$ cat config.mk
export PLATFORM = sky130hd
export DESIGN_NAME = jesd_rx_sample_fifo
export DESIGN_NICKNAME = d
export VERILOG_FILES = /design/src/rtl/jesd_rx_sample_fifo.sv
export SDC_FILE = /design/constraint.sdc
export NUM_CORES = 1
export LEC_CHECK = 0
export ABC_AREA = 1
export CORE_MARGIN = 4
export CORE_UTILIZATION = 25
export CTS_BUF_LIST = sky130_fd_sc_hd__clkbuf_8 sky130_fd_sc_hd__clkbuf_16
export DETAILED_ROUTE_END_ITERATION = 8
export MAX_ROUTING_LAYER = met4
export SLEW_MARGIN = 20
export SYNTH_ARGS = -nofsm -noshare
export SYNTH_HDL_FRONTEND = slang
export SYNTH_SLANG_ARGS = --single-unit
export TNS_END_PERCENT = 100
$ cat constraint.sdc
create_clock -name clk -period 6.05 [get_ports clk]
set_input_delay 0.9075 -clock clk [delete_from_list [all_inputs] [get_ports clk]]
set_output_delay 0.9075 -clock clk [all_outputs]
set_load 0.005 [all_outputs]
$ cat src/rtl/jesd_rx_sample_fifo.sv
// jesd_rx_sample_fifo
//
// JESD204B RX transport stage. It takes the descrambled, lane-aligned word stream from the link
// layer and byte-swaps each octet pair into a 16-bit converter sample, with the even octet as the
// MSB. The stream starts on the first start-of-multiframe word. Words are buffered in a
// first-word-fall-through FIFO and presented as an AXI4-Stream master.
//
// Ports:
//   clk, rst          link clock, asynchronous active-high reset
//   enable            low forces IDLE and flushes the FIFO
//   rx_data/rx_valid  lane words from the link layer (lane l at [32l+:32], octet 0 in [7:0])
//   rx_somf/rx_eomf   per-octet-position start/end-of-multiframe markers
//   m_axis_*          sample stream (tuser = start of multiframe, tlast = end of multiframe)
//   overflow          sticky: a word was dropped because the FIFO was full
//   clear_overflow    synchronous clear of overflow; a set in the same cycle wins
//   frame_cnt         wrapping count of words written to the FIFO
//   state             0 IDLE, 1 ALIGN, 2 RUN
module jesd_rx_sample_fifo #(
  parameter int unsigned L          = 2,
  parameter int unsigned DATA_WIDTH = 32,
  parameter int unsigned DEPTH      = 8
) (
  input  logic                  clk,
  input  logic                  rst,
  input  logic                  enable,
  input  logic [L*DATA_WIDTH-1:0] rx_data,
  input  logic                  rx_valid,
  input  logic [3:0]            rx_somf,
  input  logic [3:0]            rx_eomf,
  output logic [L*DATA_WIDTH-1:0] m_axis_tdata,
  output logic                  m_axis_tvalid,
  input  logic                  m_axis_tready,
  output logic                  m_axis_tlast,
  output logic                  m_axis_tuser,
  output logic                  overflow,
  input  logic                  clear_overflow,
  output logic [31:0]           frame_cnt,
  output logic [1:0]            state
);

  localparam int unsigned PtrW   = $clog2(DEPTH);
  localparam int unsigned CntW   = PtrW + 1;
  localparam int unsigned DataW  = L * DATA_WIDTH;
  localparam int unsigned EntryW = DataW + 2;
  localparam bit          LOk    = (L >= 1) && (L <= 4);

  typedef enum logic [1:0] {
    StIdle  = 2'd0,
    StAlign = 2'd1,
    StRun   = 2'd2
  } state_e;

  state_e            state_q, state_d;
  logic [PtrW-1:0]   wr_ptr_q, rd_ptr_q;
  logic [CntW-1:0]   count_q;
  logic [31:0]       frame_cnt_q;
  logic              overflow_q;
  logic [EntryW-1:0] mem [DEPTH];

  logic [DataW-1:0]  swapped;
  logic              som, eom, full, empty;
  logic              align_hit, wr_window, wr_en, rd_en, drop, flush;
  logic [EntryW-1:0] head;

  // Big-endian sample order: the first received octet of each pair becomes the MSB.
  always_comb begin
    swapped = '0;
    for (int s = 0; s < 2 * L; s++) begin
      swapped[16*s +: 16] = {rx_data[16*s +: 8], rx_data[16*s+8 +: 8]};
    end
  end

  assign som   = |rx_somf;
  assign eom   = |rx_eomf;
  assign full  = (count_q == CntW'(DEPTH));
  assign empty = (count_q == '0);

  // The SOMF word that moves ALIGN to RUN is itself the first word written.
  assign align_hit = (state_q == StAlign) && rx_valid && som;
  assign wr_window = enable && rx_valid && ((state_q == StRun) || align_hit);
  // Full is judged on the pre-read count, so a read on the same edge does not rescue the word.
  assign wr_en     = wr_window && !full;
  assign drop      = wr_window && full;
  assign rd_en     = !empty && m_axis_tready;
  assign flush     = !enable || ((state_q == StRun) && !rx_valid);

  always_comb begin
    state_d = state_q;
    case (state_q)
      StIdle:  if (rx_valid) state_d = StAlign;
      StAlign: if (rx_valid && som) state_d = StRun;
      StRun:   if (!rx_valid) state_d = StIdle;
      default: state_d = StIdle;
    endcase
    if (!enable) state_d = StIdle;
  end

  always_ff @(posedge clk or posedge rst) begin
    if (rst) begin
      state_q     <= StIdle;
      wr_ptr_q    <= '0;
      rd_ptr_q    <= '0;
      count_q     <= '0;
      frame_cnt_q <= '0;
      overflow_q  <= 1'b0;
    end else begin
      state_q <= state_d;
      if (flush) begin
        wr_ptr_q <= '0;
        rd_ptr_q <= '0;
        count_q  <= '0;
      end else begin
        if (wr_en) wr_ptr_q <= wr_ptr_q + 1'b1;
        if (rd_en) rd_ptr_q <= rd_ptr_q + 1'b1;
        count_q <= count_q + CntW'(wr_en) - CntW'(rd_en);
      end
      if (wr_en) frame_cnt_q <= frame_cnt_q + 32'd1;
      if (drop) begin
        overflow_q <= 1'b1;
      end else if (clear_overflow) begin
        overflow_q <= 1'b0;
      end
    end
  end

  // Storage needs no reset: the outputs are gated by empty, so stale entries never show.
  always_ff @(posedge clk) begin
    if (wr_en) mem[wr_ptr_q] <= {swapped, eom, som};
  end

  assign head = mem[rd_ptr_q];

  always_comb begin
    m_axis_tvalid = LOk && !empty;
    m_axis_tdata  = m_axis_tvalid ? head[EntryW-1:2] : '0;
    m_axis_tlast  = m_axis_tvalid && head[1];
    m_axis_tuser  = m_axis_tvalid && head[0];
    overflow      = LOk && overflow_q;
    frame_cnt     = LOk ? frame_cnt_q : 32'd0;
    state         = LOk ? state_q : 2'd0;
  end

endmodule

==> results of run 1 <==
## synth_stat cells
cell,instances,area share
o21ai_1,25,0.0054
inv_2,2,0.00032
a21oi_1,1,0.00021
fa_1,1,0.00086
clkbuf_1,41,0.0066
xor2_1,6,0.0023
ha_1,9,0.0048
nor3_1,5,0.0011
nand4_1,4,0.0011
a21o_1,1,0.00032
dfrtp_1,45,0.048
inv_1,37,0.0059
xnor2_1,8,0.0030
buf_6,5,0.0024
a21oi_2,1,0.00038
edfxtp_1,528,0.68
o41ai_1,1,0.00038
buf_1,6,0.00096
buf_4,19,0.0061
o211ai_1,66,0.021
clkbuf_2,10,0.0021
o22ai_1,66,0.018
or4_1,1,0.00032
buf_2,35,0.0075
nand3_1,12,0.0026
nor2_1,521,0.084
nand3b_1,14,0.0045
nor2_2,7,0.0019
nand2_1,211,0.034
o21ai_0,258,0.055
## metal layers
| metal | up-vias | track usage | routed length (µm) |
|---|---|---|---|
| li1 | 7215 | - | - |
| met1 | 7375 | 0.146 | 25400 |
| met2 | 294 | 0.194 | 27700 |
| met3 | 89 | 0.0251 | 3090 |
| met4 | 0 | 0.0347 | 1220 |
| met5 | - | - | 0 |
## power breakdown
group / leakage [nW] / internal (mW) / switching, mW
clock network: 1.02 / 2.15 / 1.49
logic: 3.16 / 1.16 / 1.67
registers: 5.36 / 4.39 / 0.0836
## per-stage QoR
| step | hold slack (ns) | worst slack (ns) | utilization | power, mW |
|---|---|---|---|---|
| 5_1_grt | 0.499 | 0.975 | 0.309 | 11.6 |
| 6_report | 0.486 | 1.38 | 0.309 | 10.9 |
| 3_3_place_gp | 0.482 | 1.92 | 0.287 | 7.44 |
| 3_5_place_dp | 0.479 | 1.87 | 0.287 | 7.44 |
| 4_1_cts | 0.488 | 1.20 | 0.308 | 11.1 |
| 2_1_floorplan | 0.476 | 1.13 | - | 6.09 |
## flip-flops by register name, summed over array words and instances (netlist names)
signal	flops
mem	528
overflow	1
count_q	4
wr_ptr_q	3
frame_cnt	32
rd_ptr_q	3
state	2
## final timing paths
kind                                            end  slack, ns
max in group asynchronous   rd_ptr_q[0]$_DFFE_PP0P_       4.71
min in group asynchronous  frame_cnt[0]$_DFFE_PP0N_       0.75
setup / recovery                    m_axis_tdata[2]       1.38
hold / removal                 state[0]$_DFFE_PP0P_       0.49
setup reg to reg               count_q[2]$_DFF_PP0_       3.08
hold reg to reg                state[0]$_DFFE_PP0P_       0.49
## cell usage in the layout, fill, tap and decap left out, types with 11 or more instances in the layout
master,instances
o21ai_1,25
edfxtp_1,528
inv_1,48
nand2_1,211
dfrtp_1,42
nand3_1,11
clkbuf_16,62
buf_4,15
o211ai_1,66
nor2_1,513
o21ai_0,258
o22ai_1,66
nand3b_1,14
clkdlybuf4s50_1,179
clkinv_2,15
## cell families (layout without fill, tap and decap cells)
logic type      Yosys count  in the layout  synth area share
simple gates            775            775             0.129
compound gates          419            419             0.101
fa+ha+maj                10             10           0.00568
flops                   573            573             0.727
other cells               0              5                 0
xor+xnor                 14             14           0.00525
buf+inv                 155            353            0.0320
## critical path, delay by kind of cell (launching register included)
kind	cells	cell delay [ns]
buffers and inverters	3	1.79
DFF	1	0.72
AOI/OAI and AO/OA	2	0.28
and+or+nand+nor	2	0.32
## area by class of cell
cell class / instances / area share
Clock inverter: 46 / 0.0132
Timing Repair Buffer: 202 / 0.0725
Sequential cell: 573 / 0.597
Tap cell: 1243 / 0.0546
Antenna cell: 5 / 0.000440
Clock buffer: 66 / 0.0564
Inverter: 39 / 0.00545
Multi-Input combinational cell: 1218 / 0.200
==> impl_metrics.toml, run 1 <==
[route]
wire_per_inst_um = 16.9
dr.first_iter.drc_count = 1045
wirelength_mm = 57.4
vias = 14973
dr.pass1.iters = 5
antenna_left = 0
drc = 0
vias_per_cell = 4.41

[cts]
cts_max_level = 2
cts_resized = 0
clk_pin_slew_ns = 0.06
cts_setup_buffers = 0
worstSkewPairLatency_ns = 0.61
clock_sinks = 573
cts_root_buf = "clkbuf_16"
clk_path_buf_depth = 3
numCtsBuffers = 60
cts_tree = "done"
ctsHoldBuffers = 0

[die]
num_rows = 111
dieArea_um2 = 98400
io_pins = 180
die_h_um = 314
start_util = 0.253
core_um2 = 92200
chipWidth_um = 314

[placed_design]
dpl.hpwl_mm = 30.6
placed_cells_incl_taps = 3275
numPortBuffers = 179
gp_congestion = 0.744
post_dp_cell_area_um2 = 26500

[power_and_ir_drop]
pwr_density_cell_nw_per_um2 = 384
power_leakage_nw = 9.54
vdd_drop_max_mv = 0.237

[synthesis]
synth_area_um2 = 23400
synth_warnings = 0
syn_inst = 1946
ys_seq_area_frac = 0.727
synth_nets = 2034
ys_ff_latch = 573
synth.distinct_cells = 30
syn_area_per_cell_um2 = 12.0

[setup_path]
required_ns = 5.14
end_kind = "output port"
cpPeakStageDelay_ns = 0.74
worstSetupStartpoint = "rd_ptr_q[1]$_DFFE_PP0P_"
cpMaxStageDelayCell = "inv_2"
r2r_start = "state[1]$_DFFE_PP0P_"
r2r_cells = 12
path_max_fanout = 53
crit_arrival_ns = 3.76
crit_type = "flip-flop to output port"
path_common_cell = "nor2_1"
critical_path.cell_chain = "inv_2 -> buf_4 -> o21ai_0 -> o22ai_1 -> nor2_1 -> nor2_1 -> clkdlybuf4s50_1"
critPathLaunchType = "flip-flop"

[sta]
setup-tns-final_ns = 0
worstMarginPinSlew_ns = 1.03
setup_viol = 0
finalCritPeriodShare = 0.771
skew_ns = 0.0328
period_needed_ns = 4.67
grt_setup_unrepaired = "false"
fmax_ghz = 0.214
relSlewSlack = 0.315
hold_viol_final = 0
finalMaxSlewViolations = 0

[global_route]
gr-usage-all-layers = 0.118
antenna_found_initial = 6
grt.overflow.total = 0
grt_pass1_wl_mm = 88.0
grt_max_degree = 157
grt_pass1_vias = 14830

[cells_and_area]
area_growth_pct = 21.9
fin_area_um2 = 28500
nets = 2182
fillers = 9271
final-seq-area_um2 = 17000
drive_gt1_frac = 0.0639
multi_input_area_um2 = 5700
fin_cells = 3392

[outcome]
status = "complete, no violations"

[hold_path]
hp-class = "flip-flop to flip-flop"
hp-start = "state[1]$_DFFE_PP0P_"
min_path_cells = 1

[flow_run]
max_cap_violations = 0
Note: power is estimated with default switching activity, not from simulation.
==> inputs of run 2 (changes only) <==
Clock period 6.05 ns to 4.52 ns, I/O delays scaled along.
==> impl_metrics.toml, run 2 (synthesis results as in run 1) <==
[power_and_ir_drop]
p_int_mw = 10.6
vdd_drop_max_mv = 0.310
p_sw_mw = 4.48
combPwrFrac = 0.257
p_seq_frac = 0.396
sw_frac_of_total = 0.298
clockPowerShare = 0.346
power_leakage_nw = 9.69
pwr_density_cell_nw_per_um2 = 523

[hold_path]
hp-class = "primary input to async pin"

[route]
wire_per_inst_um = 17.4
vias_per_cell = 4.38
vias = 14947
dr.pass1.iters = 5
antenna_left = 0
drc = 0
wirelength_mm = 59.2
dr.first_iter.drc_count = 1029

[setup_path]
crit_type = "flip-flop to output port"
r2r-end = "count_q[2]$_DFF_PP0_"
r2r_start = "count_q[2]$_DFF_PP0_"
required_ns = 3.84
r2r_slack_ns = 1.55
end_kind = "output port"
r2r_cells = 11
crit_arrival_ns = 3.18
worstSetupStartpoint = "rd_ptr_q[0]$_DFFE_PP0P_"
critPathLaunchType = "flip-flop"
path_max_fanout = 115

[die]
die_h_um = 314
dieArea_um2 = 98400
num_rows = 111
core_um2 = 92200
io_pins = 180
start_util = 0.253
chipWidth_um = 314

[global_route]
antenna_found_initial = 7
grt_max_degree = 141
grt_pass1_wl_mm = 90.2
grt_pass1_vias = 15020
grt.overflow.total = 0
gr-usage-all-layers = 0.122

[sta]
relSlewSlack = 0.426
setup-tns-final_ns = 0
fmax_ghz = 0.259
skew_ns = 0.0264
hold_viol_final = 0
finalMaxSlewViolations = 0
period_needed_ns = 3.86
whs_ns = 0.331
finalCritPeriodShare = 0.853
grt_setup_unrepaired = "false"
setup_viol = 0
worstMarginPinSlew_ns = 0.862

[placed_design]
dpl.hpwl_mm = 32.9
gp_congestion = 0.776
numPortBuffers = 179

[cts]
clock_sinks = 573
cts_max_level = 3
cts_resized = 0
ctsHoldBuffers = 0
clk_pin_slew_ns = 0.06
cts_root_buf = "clkbuf_16"
cts_tree = "done"
worstSkewPairLatency_ns = 0.60
cts_setup_buffers = 0
clk_path_buf_depth = 3
numCtsBuffers = 66

[cells_and_area]
layout.cells.most_common = "edfxtp_1"
area_growth_pct = 23.1
top_register = "mem"
layout_common_cells = "edfxtp_1 (528), nor2_1 (513), o21ai_0 (258), nand2_1 (211), clkdlybuf4s50_1 (179)"
utilization = 0.312
fillers = 9270
drive_gt1_frac = 0.0704
largest_register_ffs = 528
nets = 2200

[outcome]
status = "complete, no violations"

[flow_run]
max_cap_violations = 0
## run 2: cell types whose count changed in the layout (fill, tap and decap cells not counted), sizes merged, moves of 2 or more
cell	previous run	this run
buf	23	35
clkbuf	66	71
clkinv	25	20
inv	51	54
clkinvlp	3	5
diode	5	7
## run 2: stage by stage
step	power [mW]	setup slack, ns	cells	cell area (µm²)
after global routing	15.9	0.401	3410	28700
final	15.0	0.663	3410	28700
after global placement	10.0	0.892	3287	26600
after detailed placement	10.0	0.835	3287	26600
after CTS	15.3	0.497	3403	28700
after floorplan	8.15	-0.168	1946	23400
## run 2: critical path, cell delays in order (launching register included)
cell and delay (ns):
dfrtp_4 0.55, inv_8 0.47, buf_4 0.45, nor2_1 0.09
o211ai_1 0.18, nand2_1 0.08, nor2_1 0.17, clkdlybuf4s50_1 0.54
## run 2: cell type report
| type | instances | area, µm² | share of cell area |
|---|---|---|---|
| Sequential cell | 573 | 17000 | 0.591 |
| Multi-Input combinational cell | 1218 | 5700 | 0.198 |
| Timing Repair Buffer | 214 | 2190 | 0.0763 |
| Clock buffer | 71 | 1750 | 0.0610 |
| Tap cell | 1243 | 1560 | 0.0541 |
| Clock inverter | 45 | 380 | 0.0132 |
| Inverter | 39 | 154 | 0.00535 |
| Antenna cell | 7 | 17.5 | 0.000609 |
## run 2: metal layers
metal | vias to the layer above | GRT usage | wire length (µm)
met5 | - | - | 0
met2 | 276 | 0.207 | 29400
met3 | 73 | 0.0280 | 3140
met1 | 7356 | 0.146 | 25700
li1 | 7242 | - | -
met4 | 0 | 0.0332 | 952
## run 2: worst max path at each step
| stage | cells after the start | endpoint | slack (ns) |
|---|---|---|---|
| 3_5_place_dp | 8 | mem[1][43]$_DFFE_PP_ | 0.84 |
| 4_1_cts | 7 | m_axis_tdata[16] | 0.50 |
| 2_1_floorplan | 7 | mem[0][0]$_DFFE_PP_ | -0.17 |
| 3_3_place_gp | 8 | mem[1][43]$_DFFE_PP_ | 0.89 |
| 6_report | 7 | m_axis_tdata[14] | 0.66 |
| 5_1_grt | 7 | m_axis_tdata[16] | 0.40 |
## run 2: power groups by stage
stage	Combinational (mW)	Sequential, mW	Clock [mW]
floorplan	2.12	6.03	0
global placement	3.95	6.07	0
detailed placement	3.97	6.07	0
CTS	3.99	5.96	5.38
global route	4.34	5.97	5.58
finish	3.87	5.96	5.21
